===== config.mk =====
export PLATFORM = sky130hd
export DESIGN_NAME = exc_sequencer
export DESIGN_NICKNAME = d
export VERILOG_FILES = /design/src/rtl/exc_sequencer.sv
export SDC_FILE = /design/constraint.sdc
export NUM_CORES = 1
export LEC_CHECK = 0
export ABC_CLOCK_PERIOD_IN_PS = 4350
export CAP_MARGIN = 20
export CORE_ASPECT_RATIO = 1.75
export CORE_MARGIN = 8
export CORE_UTILIZATION = 50
export DETAILED_ROUTE_END_ITERATION = 8
export DONT_BUFFER_PORTS = 1
export PLACE_DENSITY = 0.62
export SLEW_MARGIN = 20
export SYNTH_ARGS = -nofsm -noshare
export SYNTH_HDL_FRONTEND = slang
export SYNTH_SLANG_ARGS = --single-unit

===== constraint.sdc =====
create_clock -name clk -period 4.35 [get_ports clk]
set_input_delay 0.87 -clock clk [delete_from_list [all_inputs] [get_ports clk]]
set_output_delay 0.87 -clock clk [all_outputs]
set_load 0.005 [all_outputs]

===== src/rtl/exc_sequencer.sv =====
`default_nettype none
// ============================================================================
//  Module      : exc_sequencer
//  Description : Exception/interrupt sequencer for a simple in-order pipeline.
//                Synchronizes an external IRQ, prioritizes it over illegal
//                instructions, saves return PC/status, drives flush and
//                next-PC select, and counts taken exceptions (saturating).
//  Revision    : 1.0 - initial release
// ============================================================================
module exc_sequencer #(
  parameter logic [63:0] VECTOR_ADDR = 64'h0000_0000_0000_00D8
) (
  input  logic        clk,
  input  logic        reset,
  input  logic        ExtIRQ,
  input  logic        NotAnInstr,
  input  logic        ERet,
  input  logic [63:0] pc_in,
  output logic        Flush,
  output logic [1:0]  PCSel,
  output logic [63:0] ELR,
  output logic [3:0]  ESR,
  output logic        ExtIAck,
  output logic        InHandler,
  output logic [7:0]  ExcCount
);

  localparam logic [3:0] c_CAUSE_IRQ    = 4'b0001;
  localparam logic [3:0] c_CAUSE_ILLEGAL = 4'b0010;
  localparam logic [3:0] c_CAUSE_DFAULT = 4'b0011;

  localparam logic [1:0] c_PC_SEQ = 2'b00;
  localparam logic [1:0] c_PC_VEC = 2'b01;
  localparam logic [1:0] c_PC_ELR = 2'b10;

  typedef enum logic [2:0] {
    S_IDLE    = 3'd0,
    S_TAKE    = 3'd1,
    S_HANDLER = 3'd2,
    S_RET     = 3'd3,
    S_LOCK    = 3'd4
  } state_t;

  // The vector is fetched as an instruction address, so it must be aligned.
  if (VECTOR_ADDR[1:0] != 2'b00) begin : g_vec_align_check
    $error("exc_sequencer: VECTOR_ADDR must be 4-byte aligned");
  end

  state_t      state_q, state_d;
  logic        sync1_q, sync2_q, sync3_q;
  logic        irq_pend_q, irq_pend_d;
  logic [63:0] elr_q, elr_d;
  logic [3:0]  esr_q, esr_d;
  logic [7:0]  cnt_q, cnt_d;
  logic        irq_rise;
  logic        irq_req;
  logic [7:0]  cnt_inc;

  // Rising edge of the synchronized request; it also counts as pending in the
  // same cycle so an idle core takes the interrupt one cycle sooner.
  assign irq_rise = sync2_q & ~sync3_q;
  assign irq_req  = irq_pend_q | irq_rise;
  assign cnt_inc  = (cnt_q == 8'hFF) ? cnt_q : cnt_q + 8'd1;

  // Two-flop synchronizer plus one history flop for edge detection.
  always_ff @(posedge clk or negedge reset) begin
    if (!reset) begin
      sync1_q <= 1'b0;
      sync2_q <= 1'b0;
      sync3_q <= 1'b0;
    end else begin
      sync1_q <= ExtIRQ;
      sync2_q <= sync1_q;
      sync3_q <= sync2_q;
    end
  end

  // Pending flag: a new edge wins over the acknowledge in the same cycle.
  always_comb begin
    irq_pend_d = irq_pend_q;
    if (irq_rise) begin
      irq_pend_d = 1'b1;
    end else if (ExtIAck) begin
      irq_pend_d = 1'b0;
    end
  end

  // State, saved context and counter registers.
  always_ff @(posedge clk or negedge reset) begin
    if (!reset) begin
      state_q    <= S_IDLE;
      irq_pend_q <= 1'b0;
      elr_q      <= 64'd0;
      esr_q      <= 4'd0;
      cnt_q      <= 8'd0;
    end else begin
      state_q    <= state_d;
      irq_pend_q <= irq_pend_d;
      elr_q      <= elr_d;
      esr_q      <= esr_d;
      cnt_q      <= cnt_d;
    end
  end

  // Next-state logic; context is captured on entry to TAKE so it is visible
  // during the TAKE cycle itself.
  always_comb begin
    state_d = state_q;
    elr_d   = elr_q;
    esr_d   = esr_q;
    cnt_d   = cnt_q;
    Flush   = 1'b0;
    PCSel   = c_PC_SEQ;
    ExtIAck = 1'b0;
    case (state_q)
      S_IDLE: begin
        if (irq_req) begin
          state_d = S_TAKE;
          elr_d   = pc_in;
          esr_d   = c_CAUSE_IRQ;
          cnt_d   = cnt_inc;
        end else if (NotAnInstr) begin
          state_d = S_TAKE;
          elr_d   = pc_in;
          esr_d   = c_CAUSE_ILLEGAL;
          cnt_d   = cnt_inc;
        end
      end
      S_TAKE: begin
        Flush   = 1'b1;
        PCSel   = c_PC_VEC;
        ExtIAck = (esr_q == c_CAUSE_IRQ);
        state_d = S_HANDLER;
      end
      S_HANDLER: begin
        if (ERet) begin
          state_d = S_RET;
        end else if (NotAnInstr) begin
          state_d = S_LOCK;
          esr_d   = c_CAUSE_DFAULT;
        end
      end
      S_RET: begin
        Flush   = 1'b1;
        PCSel   = c_PC_ELR;
        state_d = S_IDLE;
      end
      S_LOCK: begin
        Flush = 1'b1;
        PCSel = c_PC_VEC;
      end
      default: begin
        state_d = S_IDLE;
      end
    endcase
  end

  assign ELR       = elr_q;
  assign ESR       = esr_q;
  assign ExcCount  = cnt_q;
  assign InHandler = (state_q != S_IDLE);

endmodule
`default_nettype wire


* Yosys cells after proc, flatten, opt, wreduce, memory -nomap -nowiden
Cells that the tools add are included.
Storage, ports and cells: logic and storage cells 53, register bits after elaboration 83, output and inout port bits 81, input port bits 69
Cells by class: equality and inequality tests 10, add/subtract/negate cells 1, bitwise logic cells 4, multiplexer cells 20, reductions and logical operators 10
Operators with widths (number):
- 64-bit 2-to-1 mux | 2
- 8-bit 2-to-1 mux | 3
- 4-bit 2-to-1 mux | 4
- 3-bit 2-to-1 mux | 4
- 3-bit case mux with 4 select lines | 1
- 8-bit by 1-bit adder with 8-bit output, second input constant | 1
- 8-bit equality test, second input constant | 1
- 4-bit case mux with 2 select lines | 1
- 3-bit by 2-bit equality test with 1-bit output, second input constant | 2
- 3-bit != test, second input constant | 2
- 2-bit nonzero test | 3
- 4-bit by 1-bit equality test with 1-bit output, second input constant | 1
- 1-bit 2-to-1 mux | 4
- 2-bit != test, second input constant | 2
- 2-bit case mux with 2 select lines | 1
- 4-bit AND reduction | 1
- 3-bit by 1-bit equality test with 1-bit output, second input constant | 1
- 3-bit equality test, second input constant | 1
- 3-bit zero test | 1
- 3-bit AND reduction | 1
- 3-bit nonzero test | 1
- 3-bit OR reduction | 1
- 1-bit inverter | 2
- 2-bit AND reduction | 1
- other kinds (3) | 3

* Depth between registers and ports, before layout
depth after elaboration 5, mapped depth 6, depth with buffers taken out 5

* Least setup slack after synthesis
OpenSTA, ideal clock, no wires.
path type in2reg, start input NotAnInstr, end register elr_q[0], in the netlist ELR[0], data arrival time 1821 ps, setup time 125 ps, required time 4225 ps, stages 3, path slack 2404 ps, path buffers 1, cell sequence o311ai_4 > buf_2 > mux2_2
On the way: cells in the longest elaborated chain, start to end 2
Ends and longest elaborated chain:
- from (decl) | RTL line 16 | input logic NotAnInstr,
- 2-bit nonzero test (no line)
- 2-bit AND reduction (no line)
- to (signal assigned) | RTL line 99 | elr_q <= elr_d;
- to (decl) | RTL line 52 | logic [63:0] elr_q, elr_d;
No other way between the ends. A chain may end at the register's enable or synchronous reset.

* Worst setup path after layout
start register state_q[2], end output ExtIAck
On the way: cells in the longest elaborated chain, start to end 2
Ends and longest elaborated chain:
- from (decl) | RTL line 49 | state_t state_q, state_d;
- from (signal assigned) | RTL line 97 | state_q <= state_d;
- 3-bit by 1-bit equality test with 1-bit output | RTL line 115 | case (state_q)
- 1-bit 2-to-1 mux | RTL line 115
- to (decl) | RTL line 23 | output logic ExtIAck,
No other way between the ends.

==> results.cfg <==
[synthesis]
yosysSeqAreaShare = 0.634
yosysUniqueCellTypes = 31
avgSynthCellArea_um2 = 15.0
yosys_warnings = 0
synthCells = 213
syn_area_um2 = 3200
ys_ff_latch = 81

[layout]
diodes = 0
multi_input_area_um2 = 1110
nets = 286
drive_above_1_share = 0.391
fin_util = 0.555
final.fill_count = 518
regArea_um2 = 2030
area_delta_synth_final_pct = 7.20

[floorplanning]
dieArea_um2 = 9310
die_h_um = 122
coreArea_um2 = 6180
std_cell_rows = 38
ios = 150
start_util = 0.517
die_w_um = 76.5

[worst_setup_path]
cp.required_ns = 3.48
start_kind = register
path_class = register to output port
end_kind = output port
path_max_fanout = 8
cp.arrival_ns = 1.65

[timing]
min_period_ns = 2.52
setup_tns_ns = 0
grt_setup_unrepaired = false
clock_skew_ns = 0.00618
setup_viol = 0
fmax_mhz = 396
post-route-period-util = 0.580
worstMarginPinSlew_ns = 0.871
hold_viol_final = 0
relSlewSlack = 0.419
slew_violations = 0

[clocking]
cts_buffer_depth = 2
ctsHoldBuffers = 0
root_buffer = clkbuf_8
cts_tree = yes
clock-sinks = 81
post_cts_buffers = 0
clk_pin_slew_worst_paths_ns = 0.07
cts_resized = 0
h-tree-depth = 3
cts_buffers = 9
clk-insertion-delay-late_ns = 0.33

[route]
drt-total-wl_um = 6790
final_antenna_net_count = 0
avgRoutedWirePerCell_um = 22.6
dr.pass1.iters = 3
vias_per_cell = 5.58
vias = 1674
drc_errors = 0
drt_iter0_markers = 70

[power_and_ir_drop]
ir_drop_uv = 452
power_density_nw_per_um2 = 821
power.leakage_nw = 1.49

[outcome]
status = finished, final reports clean

[global_routing]
track_usage = 0.145
antenna_found_initial = 0
grt_pass1_wl_um = 10600
grt_overflow = 0
grt_max_degree = 82
grt_pass1_vias = 1899

[job]
maxCapViolations = 0

[placed_design]
gp_congestion = 0.748
dp_hpwl_um = 5120
port_buffers = 0

[min_path]
hp-class = primary input to async pin
cells by family (layout without fill, tap and decap cells):
family          count (synthesis)  in the layout  synth area share
xor+xnor                        7              7            0.0192
compound gates                  8              8            0.0207
mux                            66             66             0.232
flops                          81             81             0.634
other cells                     1              2           0.00117
buf+inv                        12             18            0.0215
simple gates                   37             37            0.0677
fa+ha+maj                       1              1           0.00391
synthesized netlist by cell type, drive strengths merged:
| library cell | n | area, µm² |
|---|---|---|
| a21oi | 2 | 10.0 |
| a31oi | 1 | 6.26 |
| and2 | 1 | 6.26 |
| and2b | 1 | 7.51 |
| and4 | 1 | 8.76 |
| buf | 10 | 61.3 |
| conb | 1 | 3.75 |
| dfrtp | 81 | 2030 |
| ha | 1 | 12.5 |
| inv | 2 | 7.51 |
| mux2 | 65 | 732 |
| mux2i | 1 | 10.0 |
| nand2 | 8 | 30.0 |
| nand2b | 3 | 18.8 |
| nand3 | 2 | 10.0 |
| nand3b | 1 | 7.51 |
| nand4 | 1 | 6.26 |
| nor2 | 9 | 41.3 |
| nor2b | 1 | 6.26 |
| nor3 | 4 | 20.0 |
| nor3b | 1 | 7.51 |
| nor4 | 3 | 37.5 |
| nor4b | 1 | 8.76 |
| o21ai | 2 | 10.0 |
| o21bai | 1 | 7.51 |
| o22ai | 1 | 6.26 |
| o311ai | 1 | 26.3 |
| xor2 | 7 | 61.3 |
where the power goes:
part	internal [mW]	leakage [nW]	switching (mW)	total, mW
sequential	1.12	0.956	0.346	1.47
combinational	0.505	0.434	0.350	0.855
clock	0.248	0.0980	0.239	0.487
total	1.88	1.49	0.936	2.81
through the flow:
step	instance area [µm²]	total power, mW	setup WS [ns]	instances	hold slack [ns]
finish	3430	2.81	1.83	300	0.222
global route	3430	3.00	1.68	300	0.186
CTS	3430	2.87	1.79	300	0.193
detailed placement	3250	2.38	1.85	285	0.335
global placement	3250	2.30	1.94	285	0.333
floorplan	3200	2.15	2.40	214	0.331
final cells by class:
type	instances	share of cell area
clock buffer	12	0.0482
clock inverter	3	0.00438
inverter	2	0.00219
multi-input combinational	121	0.323
sequential	81	0.591
tap	80	0.0292
timing repair buffer	1	0.00219
cells in the final DEF, fill, tap and decap left out, types with 2 or more instances in the layout:
cell / n
nor3_1: 4
clkbuf_8: 12
dfrtp_1: 81
a21oi_1: 2
nor4_2: 3
nand3_1: 2
inv_1: 2
nand2_1: 8
xor2_1: 7
nand2b_1: 3
mux2_2: 65
clkinv_2: 3
conb_1: 2
nor2_1: 8
o21ai_0: 2
sequential cells by signal, indices dropped and copies added, names as in the netlist:
| signal | flops |
|---|---|
| sync1_q | 1 |
| sync3_q | 1 |
| state_q | 3 |
| ELR | 64 |
| ESR | 2 |
| irq_pend_q | 1 |
| ExcCount | 8 |
| sync2_q | 1 |
worst max-delay path, stage by stage, from the launching register on:
cell	delay (ns)
dfrtp_1	0.48
nand2b_1	0.25
nor4b_1	0.59
layer usage:
| metal | vias up | wire, µm | global-route usage |
|---|---|---|---|
| met2 | 87 | 3610 | 0.248 |
| met5 | - | 0 | 0 |
| met3 | 9 | 922 | 0.0907 |
| met4 | 0 | 99 | 0.0690 |
| met1 | 841 | 2160 | 0.133 |
| li1 | 737 | - | - |
final timing paths:
check,startpoint,end,slack (ns),cells after the start
setup / recovery,state_q[2]$_DFFE_PN0P_,ExtIAck,1.83,2
hold reg to reg,sync1_q$_DFF_PN0_,sync2_q$_DFF_PN0_,0.35,0
max in group asynchronous,reset,ELR[42]$_DFFE_PN0P_,4.00,0
hold / removal,reset,ELR[34]$_DFFE_PN0P_,0.22,0
setup reg to reg,sync2_q$_DFF_PN0_,ExcCount[1]$_DFFE_PN0P_,2.25,5
min in group clk,sync1_q$_DFF_PN0_,sync2_q$_DFF_PN0_,0.35,0
(Power assumes the default switching activity.)
